## config.mk

```make
export PLATFORM = sky130hd
export DESIGN_NAME = instruction_loader
export DESIGN_NICKNAME = d
export VERILOG_FILES = /design/src/rtl/instruction_loader_pkg.sv /design/src/rtl/instruction_loader_word_assembler.sv /design/src/rtl/instruction_loader.sv
export SDC_FILE = /design/constraint.sdc
export NUM_CORES = 1
export LEC_CHECK = 0
export ABC_AREA = 1
export CAP_MARGIN = 20
export CORE_UTILIZATION = 50
export CTS_CLUSTER_SIZE = 12
export DETAILED_ROUTE_END_ITERATION = 8
export PLACE_DENSITY = 0.73
export SLEW_MARGIN = 20
export SYNTH_ARGS = -nofsm -noshare
export SYNTH_HDL_FRONTEND = slang
export SYNTH_HIERARCHICAL = 1
export SYNTH_SLANG_ARGS = --single-unit
```

## constraint.sdc

```tcl
create_clock -name clk -period 4.8 [get_ports clk]
set_input_delay 0.96 -clock clk [delete_from_list [all_inputs] [get_ports clk]]
set_output_delay 0.96 -clock clk [all_outputs]
set_load 0.01 [all_outputs]
```

## src/rtl/instruction_loader_pkg.sv

```systemverilog
// Shared types and helpers for the instruction loader: FSM state encoding
// and the bytes-per-instruction calculation.
package instruction_loader_pkg;

  typedef enum logic [1:0] {
    IDLE  = 2'd0,
    RECV  = 2'd1,
    WRITE = 2'd2,
    DONE  = 2'd3
  } loader_state_t;

  function automatic int bytes_per_word(input int width);
    return width / 8;
  endfunction

endpackage

```

## src/rtl/instruction_loader_word_assembler.sv

```systemverilog
// Byte-to-word assembler: MSB-first shift register plus byte counter.
// word_full flags the handshake that delivers the last byte of a word.
module word_assembler
  import instruction_loader_pkg::*;
#(
  parameter int W = 32
) (
  input  logic         clk,
  input  logic         rst_n,
  input  logic         clear,
  input  logic         shift_en,
  input  logic [7:0]   in_byte,
  output logic [W-1:0] word_next,
  output logic         word_full
);

  localparam int BYTES = bytes_per_word(W);
  localparam int CW    = (BYTES > 1) ? $clog2(BYTES) : 1;

  logic [W-1:0]  shreg_r;
  logic [CW-1:0] cnt_r;

  // First byte received ends up in the top byte once the word is complete
  assign word_next = (shreg_r << 8) | W'(in_byte);
  assign word_full = shift_en && (cnt_r == CW'(BYTES - 1));

  // Shift register and byte counter update
  always_ff @(posedge clk or negedge rst_n) begin
    if (!rst_n) begin
      shreg_r <= '0;
      cnt_r   <= '0;
    end else if (clear) begin
      cnt_r   <= '0;
    end else if (shift_en) begin
      shreg_r <= word_next;
      cnt_r   <= word_full ? '0 : cnt_r + CW'(1);
    end else begin
      cnt_r   <= cnt_r;
    end
  end

endmodule

```

## src/rtl/instruction_loader.sv

```systemverilog
// Loads a host byte stream into instruction memory at word addresses 0..N-1,
// holding the CPU for the duration of the load.
module instruction_loader
  import instruction_loader_pkg::*;
#(
  parameter int PC_WIDTH          = 32,
  parameter int MEMORY_SIZE       = 1024,
  parameter int INSTRUCTION_WIDTH = 32
) (
  input  logic                         clk,
  input  logic                         rst_n,
  input  logic                         start,
  input  logic [PC_WIDTH-1:0]          word_count,
  input  logic                         in_valid,
  input  logic [7:0]                   in_data,
  output logic                         in_ready,
  output logic                         mem_we,
  output logic [PC_WIDTH-1:0]          mem_addr,
  output logic [INSTRUCTION_WIDTH-1:0] mem_wdata,
  output logic                         busy,
  output logic                         cpu_hold,
  output logic                         done,
  output logic                         error
);

  if ((INSTRUCTION_WIDTH % 8) != 0) begin : g_bad_width
    $error("INSTRUCTION_WIDTH must be a multiple of 8");
  end

  loader_state_t                state_r;
  logic [PC_WIDTH-1:0]          count_r;
  logic [PC_WIDTH-1:0]          widx_r;
  logic                         in_ready_r;
  logic                         mem_we_r;
  logic [PC_WIDTH-1:0]          mem_addr_r;
  logic [INSTRUCTION_WIDTH-1:0] mem_wdata_r;
  logic                         busy_r;
  logic                         done_r;
  logic                         error_r;

  logic                         shift_en_s;
  logic                         clear_s;
  logic                         word_full_s;
  logic [INSTRUCTION_WIDTH-1:0] word_next_s;

  assign shift_en_s = (state_r == RECV) && in_valid && in_ready_r;
  assign clear_s    = (state_r != RECV);

  word_assembler #(
    .W (INSTRUCTION_WIDTH)
  ) u_word_assembler (
    .clk       (clk),
    .rst_n     (rst_n),
    .clear     (clear_s),
    .shift_en  (shift_en_s),
    .in_byte   (in_data),
    .word_next (word_next_s),
    .word_full (word_full_s)
  );

  // Load sequencer with registered handshake, write-port and status outputs
  always_ff @(posedge clk or negedge rst_n) begin
    if (!rst_n) begin
      state_r     <= IDLE;
      count_r     <= '0;
      widx_r      <= '0;
      in_ready_r  <= 1'b0;
      mem_we_r    <= 1'b0;
      mem_addr_r  <= '0;
      mem_wdata_r <= '0;
      busy_r      <= 1'b0;
      done_r      <= 1'b0;
      error_r     <= 1'b0;
    end else begin
      mem_we_r <= 1'b0;
      done_r   <= 1'b0;
      case (state_r)
        IDLE: begin
          if (start) begin
            if (word_count == '0) begin
              error_r <= 1'b0;
              busy_r  <= 1'b1;
              done_r  <= 1'b1;
              state_r <= DONE;
            end else if (word_count > PC_WIDTH'(MEMORY_SIZE)) begin
              error_r <= 1'b1;
            end else begin
              error_r    <= 1'b0;
              count_r    <= word_count;
              widx_r     <= '0;
              busy_r     <= 1'b1;
              in_ready_r <= 1'b1;
              state_r    <= RECV;
            end
          end
        end
        RECV: begin
          if (word_full_s) begin
            in_ready_r  <= 1'b0;
            mem_we_r    <= 1'b1;
            mem_addr_r  <= widx_r;
            mem_wdata_r <= word_next_s;
            state_r     <= WRITE;
          end
        end
        WRITE: begin
          if (widx_r == count_r - PC_WIDTH'(1)) begin
            done_r  <= 1'b1;
            state_r <= DONE;
          end else begin
            widx_r     <= widx_r + PC_WIDTH'(1);
            in_ready_r <= 1'b1;
            state_r    <= RECV;
          end
        end
        DONE: begin
          busy_r  <= 1'b0;
          state_r <= IDLE;
        end
        default: begin
          in_ready_r <= 1'b0;
          busy_r     <= 1'b0;
          state_r    <= IDLE;
        end
      endcase
    end
  end

  assign in_ready  = in_ready_r;
  assign mem_we    = mem_we_r;
  assign mem_addr  = mem_addr_r;
  assign mem_wdata = mem_wdata_r;
  assign busy      = busy_r;
  assign cpu_hold  = busy_r;
  assign done      = done_r;
  assign error     = error_r;

endmodule

```

**Word-level counts from Yosys, hierarchy flattened**

Cells that the tools add are included.

- Muxes and demuxes: 31
- Bitwise logic cells: 4
- Add/subtract/negate cells: 3
- Reduce and logical (&&, ||, !) cells: 17
- Magnitude comparators: 1
- Eq/ne operators: 12

Operators with widths:

| operator | count |
|---|---|
| 32-bit two-way mux | 4 |
| 32-bit case mux with 2 select lines | 1 |
| 32-bit by 1-bit adder with 32-bit output (second input constant) | 1 |
| 32-bit == test | 1 |
| 32-bit by 11-bit greater-than comparator with 1-bit output (second input constant) | 1 |
| 32-bit logical NOT | 1 |
| 32-bit by 8-bit bitwise OR with 32-bit output | 1 |
| 32-bit by 1-bit subtractor with 32-bit output (second input constant) | 1 |
| 2-bit two-way mux | 8 |
| 1-bit two-way mux | 14 |
| 2-bit inequality test (second input constant) | 4 |
| 2-bit case mux with 4 select lines | 1 |
| 2-bit == test (second input constant) | 3 |
| 2-bit AND reduction | 3 |
| 3-bit AND reduction | 2 |
| 6-bit AND reduction | 1 |
| 2-bit nonzero test | 3 |
| 5-bit AND reduction | 1 |
| 2-bit by 1-bit inequality test with 1-bit output (second input constant) | 2 |
| 1-bit case mux with 2 select lines | 2 |
| 4-bit AND reduction | 1 |
| 1-bit logical AND | 3 |
| 3-bit inequality test (second input constant) | 1 |
| 1-bit NOT | 3 |
| 5 further kinds | 5 |

- Logic and storage cells: 80
- Output and inout bits: 70
- Bits in registers: 161
- Input bits: 44

**Depth between registers and ports, before layout**

- Depth after elaboration: 7
- Depth in mapped cells: 20
- Gate-level depth less buffers: 18

**By module**

The synthesis kept the hierarchy.

By module, submodules not included:

| module | area an instance (um2) | instances | seq. area each (um2) | cells each |
|---|---|---|---|---|
| instruction_loader | 7,731.2 | 1 | 3,378.2 | 1,042 |
| word_assembler | 1,198.6 | 1 | 650.6 | 128 |

**Worst setup path after synthesis**

OpenSTA, ideal clock, no wires.

- Kind: input -> register
- Start point: input port in_valid
- End point: register mem_addr_r[3], in the netlist mem_addr[3]
- Path buffers: 4
- Data required time: 4,668 ps
- Setup time: 132 ps
- Stages on the path: 13
- Slack: 2,026 ps
- Arrival time: 2,642 ps
- Cell sequence: nand2_1 -> nor2_1 -> buf_6 -> buf_12 -> nand2_1 -> inv_1 -> inv_1 -> nor2_1 -> inv_1 -> clkbuf_1 -> clkbuf_1 -> nand2_1 -> o21ai_0

- Longest elaborated chain between the ends: 4

Ends and longest elaborated chain:

| element | line | text |
|---|---|---|
| from (decl) | instruction_loader.sv:14 | `input logic in_valid,` |
| 1-bit logical AND (2 in series) | instruction_loader.sv:46 | `assign shift_en_s = (state_r == RECV) && in_valid && in_ready_r;` |
| net shift_en_s | instruction_loader.sv:41 | `logic shift_en_s;` |
| 1-bit logical AND | instruction_loader_word_assembler.sv:25 | `assign word_full = shift_en && (cnt_r == CW'(BYTES - 1));` |
| net word_full_s | instruction_loader.sv:43 | `logic word_full_s;` |
| 2-bit AND reduction (no line) | - |  |
| to (signal assigned) | instruction_loader.sv:101 | `mem_addr_r <= widx_r;` |
| to (decl) | instruction_loader.sv:35 | `logic [PC_WIDTH-1:0] mem_addr_r;` |

The timed path passes the listed nets, and every way through them passes these cells.
A chain may end at the register's enable or synchronous reset.

**Final worst setup path**

- Start point: register count_r[0]
- End point: register widx_r[27]

- Longest elaborated chain between the ends: 4

Ends and longest elaborated chain:

| element | line | text |
|---|---|---|
| from (decl) | instruction_loader.sv:31 | `logic [PC_WIDTH-1:0] count_r;` |
| from (signal assigned) | instruction_loader.sv:89 | `count_r <= word_count;` |
| 32-bit by 1-bit subtractor with 32-bit output | instruction_loader.sv:107 | `if (widx_r == count_r - PC_WIDTH'(1)) begin` |
| 32-bit == test | instruction_loader.sv:107 |  |
| 2-bit inequality test (no line) | - |  |
| 5-bit AND reduction (no line) | - |  |
| to (signal assigned) | instruction_loader.sv:111 | `widx_r <= widx_r + PC_WIDTH'(1);` |
| to (decl) | instruction_loader.sv:32 | `logic [PC_WIDTH-1:0] widx_r;` |

No other way between the ends.

==> flow_summary.json <==
{
  "h-tree-depth": 4,
  "syn2layout_area_growth_pct": 19.8,
  "insertion_delay_ns": 0.44,
  "rsz0062_at_grt": "no",
  "yosysSeqAreaShare_pct": 45.1,
  "cts_resized": 0,
  "holdBufCountCts": 0,
  "synth-warning-count": 6,
  "routed_wl_um": 22100,
  "cts_tree": "built",
  "async_reset_ff_share_pct": 100,
  "worstSetupStartpointType": "register",
  "io_pins": 114,
  "syn-num-nets": 1217,
  "antenna_cells": 0,
  "drt_iter0_drc": 428,
  "arrival_ns": 3.70,
  "clk_pin_slew_ns": 0.08,
  "synth_top_area_share_pct": 45.1,
  "finalSetupViolations": 0,
  "cts_setup_buffers": 0,
  "grt_pass1_wl_um": 37000,
  "drive_gt1_share_pct": 11.5,
  "yosysTopAreaCell": "dfrtp_1",
  "antenna_found_initial": 0,
  "dr.pass1.iters": 5,
  "syn_area_per_cell_um2": 7.63,
  "critical_path.max_stage_delay_ns": 0.70,
  "vias": 7655,
  "dieArea_um2": 18400,
  "dominantRegCellSynth": "dfrtp_1",
  "globalplace.congestion": 0.918,
  "cpMaxStageDelayCell": "nand2_4",
  "ys_top_cells_by_count": "nand2_1, dfrtp_1, inv_1",
  "initial_core_util_pct": 51.4,
  "hold_class": "reg -> reg",
  "worst_pin_slew_ns": 0.979,
  "p_per_area_nw_per_um2": 329,
  "period_needed_ns": 3.36,
  "synth_cell_types": 39,
  "drc": 0,
  "power_leakage_nw": 5.23,
  "worstSetupEndpointType": "register",
  "switching_power_mw": 1.19,
  "core-area_um2": 17400,
  "root_buffer": "clkbuf_16",
  "max_freq_mhz": 298,
  "synth_most_common_cell": "nand2_1",
  "hold_viol": 0,
  "ir_worst_vdd_mv": 0.363,
  "p_comb_share_pct": 15.6,
  "drv_cap": 0,
  "antenna_left": 0,
  "cp_common_cell": "nand2_1",
  "cts_sinks": 161,
  "yosys-top-cells-area": "dfrtp_1, nand2_1, inv_1",
  "critPathTopFamily": "simple AND/OR/NAND/NOR gates",
  "synth_area_um2": 8930,
  "outcome": "completed",
  "cp.required_ns": 5.15,
  "clkPwrFrac_pct": 40.3,
  "synth_cells": 1170,
  "slew_headroom_pct": 34.6,
  "critical_path_class": "reg -> reg",
  "first_global_vias": 7554,
  "finalClockSkew_ns": 0.0136,
  "die_height_um": 136,
  "place.detailed.hpwl_um": 16100,
  "vias_per_cell": 5.10,
  "wl_per_cell_um": 14.7,
  "io_buffers": 113,
  "fp.dieW_um": 136,
  "p_int_mw": 2.33,
  "finalPower_mw": 3.52,
  "timing.final.crit_share_pct": 69.9,
  "rows": 48,
  "ys_ff_latch": 161,
  "crit_buf_inv": 1,
  "cp_max_fo": 65,
  "seqPwrFrac_pct": 44.1,
  "slew_violations": 0,
  "cts.path.max_buffers": 2,
  "finalCoreUtilization_pct": 61.6,
  "swShare_pct": 33.7,
  "cts_buffers": 17,
  "track_usage_pct": 25.9,
  "finalSetupTns_ns": 0,
  "grt_overflow_total": 0,
  "synth_edf_count": 0,
  "crit_path_cell_trace": "inv_1, ha_1, nand2_2, nor2_4, nand2_2, nor2_4, nand2_1, nand2_1, nand2_1, nor2_1, nand2_1, nor2_1, nand2_1, nand2_4, nand2_1, o21ai_2",
  "grt_max_degree": 102,
  "nets": 1311
}
cell type report:
| class | instances | area, um2 |
|---|---|---|
| clock buffers | 17 | 425 |
| well taps | 225 | 282 |
| multi-input cells | 847 | 4120 |
| repair buffers | 122 | 1200 |
| inverters | 115 | 432 |
| clock inverters | 15 | 214 |
| flip-flops and latches | 161 | 4030 |
| fillers | 1544 | 6660 |
power groups by stage:
stage	Combinational [mW]	Clock [mW]	Sequential (mW)
2_1_floorplan	0.515	0	1.55
3_3_place_gp	0.537	0	1.57
3_5_place_dp	0.547	0	1.57
4_1_cts	0.550	1.44	1.55
5_1_grt	0.623	1.50	1.56
6_report	0.548	1.42	1.55
per-layer routing:
| metal | share of wire, % | global-route usage [%] |
|---|---|---|
| met2 | 49 | 43.5 |
| met4 | 1.9 | 9.18 |
| met5 | 0 | 0 |
| met1 | 43 | 32.2 |
| met3 | 5.7 | 6.36 |
registers in the layout (all words and copies together), names as in the netlist:
| signal | count |
|---|---|
| u_word_assembler/cnt_r | 2 |
| done | 1 |
| mem_wdata | 32 |
| busy | 1 |
| in_ready | 1 |
| state_r | 2 |
| count_r | 32 |
| error | 1 |
| widx_r | 32 |
| mem_addr | 32 |
| mem_we | 1 |
| u_word_assembler/shreg_r | 24 |
per-stage QoR:
step | setup WS, ns | std cells | hold slack (ns) | instance area [um2]
floorplan | 2.03 | 1170 | 0.442 | 8930
finish | 1.44 | 1502 | 0.474 | 10700
global placement | 1.22 | 1470 | 0.454 | 10100
CTS | 1.48 | 1502 | 0.478 | 10700
global route | 1.15 | 1502 | 0.499 | 10700
detailed placement | 1.12 | 1470 | 0.458 | 10100
worst paths after layout:
kind	startpoint	end	slack [ns]	cells past startpoint
worst min-delay path	u_word_assembler/shreg_r[20]$_DFFE_PN0P_	u_word_assembler/shreg_r[20]$_DFFE_PN0P_	0.47	2
worst max register to register	count_r[0]$_DFFE_PN0P_	widx_r[27]$_DFFE_PN0P_	1.44	16
worst min register to register	u_word_assembler/shreg_r[20]$_DFFE_PN0P_	u_word_assembler/shreg_r[20]$_DFFE_PN0P_	0.47	2
max in group asynchronous	rst_n	mem_wdata[9]$_DFFE_PN0P_	3.20	2
min in group asynchronous	rst_n	count_r[12]$_DFFE_PN0P_	0.60	1
worst max-delay path	count_r[0]$_DFFE_PN0P_	widx_r[27]$_DFFE_PN0P_	1.44	16
placed cells by master, fill, tap and decap left out, types with 2 or more instances in the layout:
cell type        synthesis  routed
xor2_1                  33      33
nand2_1                411     411
o21ai_1                  6       6
nand2_4                  1       2
inv_2                    1       2
nor4_1                   8       8
nor3_1                  20      20
xnor2_1                 10      10
nand3_1                 53      53
nor3_2                   2       2
nand4_1                 26      26
a21oi_1                  4       4
clkinv_1                 3       3
nor2_2                  13      15
or2_2                   16      16
nand3b_1                 8       8
nand3_2                  3       3
o21ai_2                 28      28
clkinv_8                 0       7
dfrtp_1                161     161
nand2_2                 31      30
nor2_1                 104     102
o21ai_0                 54      54
and2_1                   2       2
o21bai_1                 2       2
inv_6                    0       2
clkdlybuf4s50_1          0     112
ha_1                     3       3
inv_1                  111     110
inv_12                   0       3
inv_8                    0       3
clkbuf_16                0      17
nor2_4                   5       5
buf_4                   10       9
worst min-delay path, cell delays in order (launching register included):
cell and delay, ns:
dfrtp_1 0.35, nand2_1 0.05, nand2_1 0.04
cells by family after synthesis:
group	Yosys count	share of synthesized area, %
XOR/XNOR	43	4.22
AND/OR/NAND/NOR	705	34.6
buffers and inverters	162	8.90
flip-flops	161	45.1
multiplexers	1	0.126
adder cells (fa/ha/maj)	3	0.420
AO/OA/AOI/OAI	95	6.60
No activity file was read; power rests on OpenSTA's default activity.
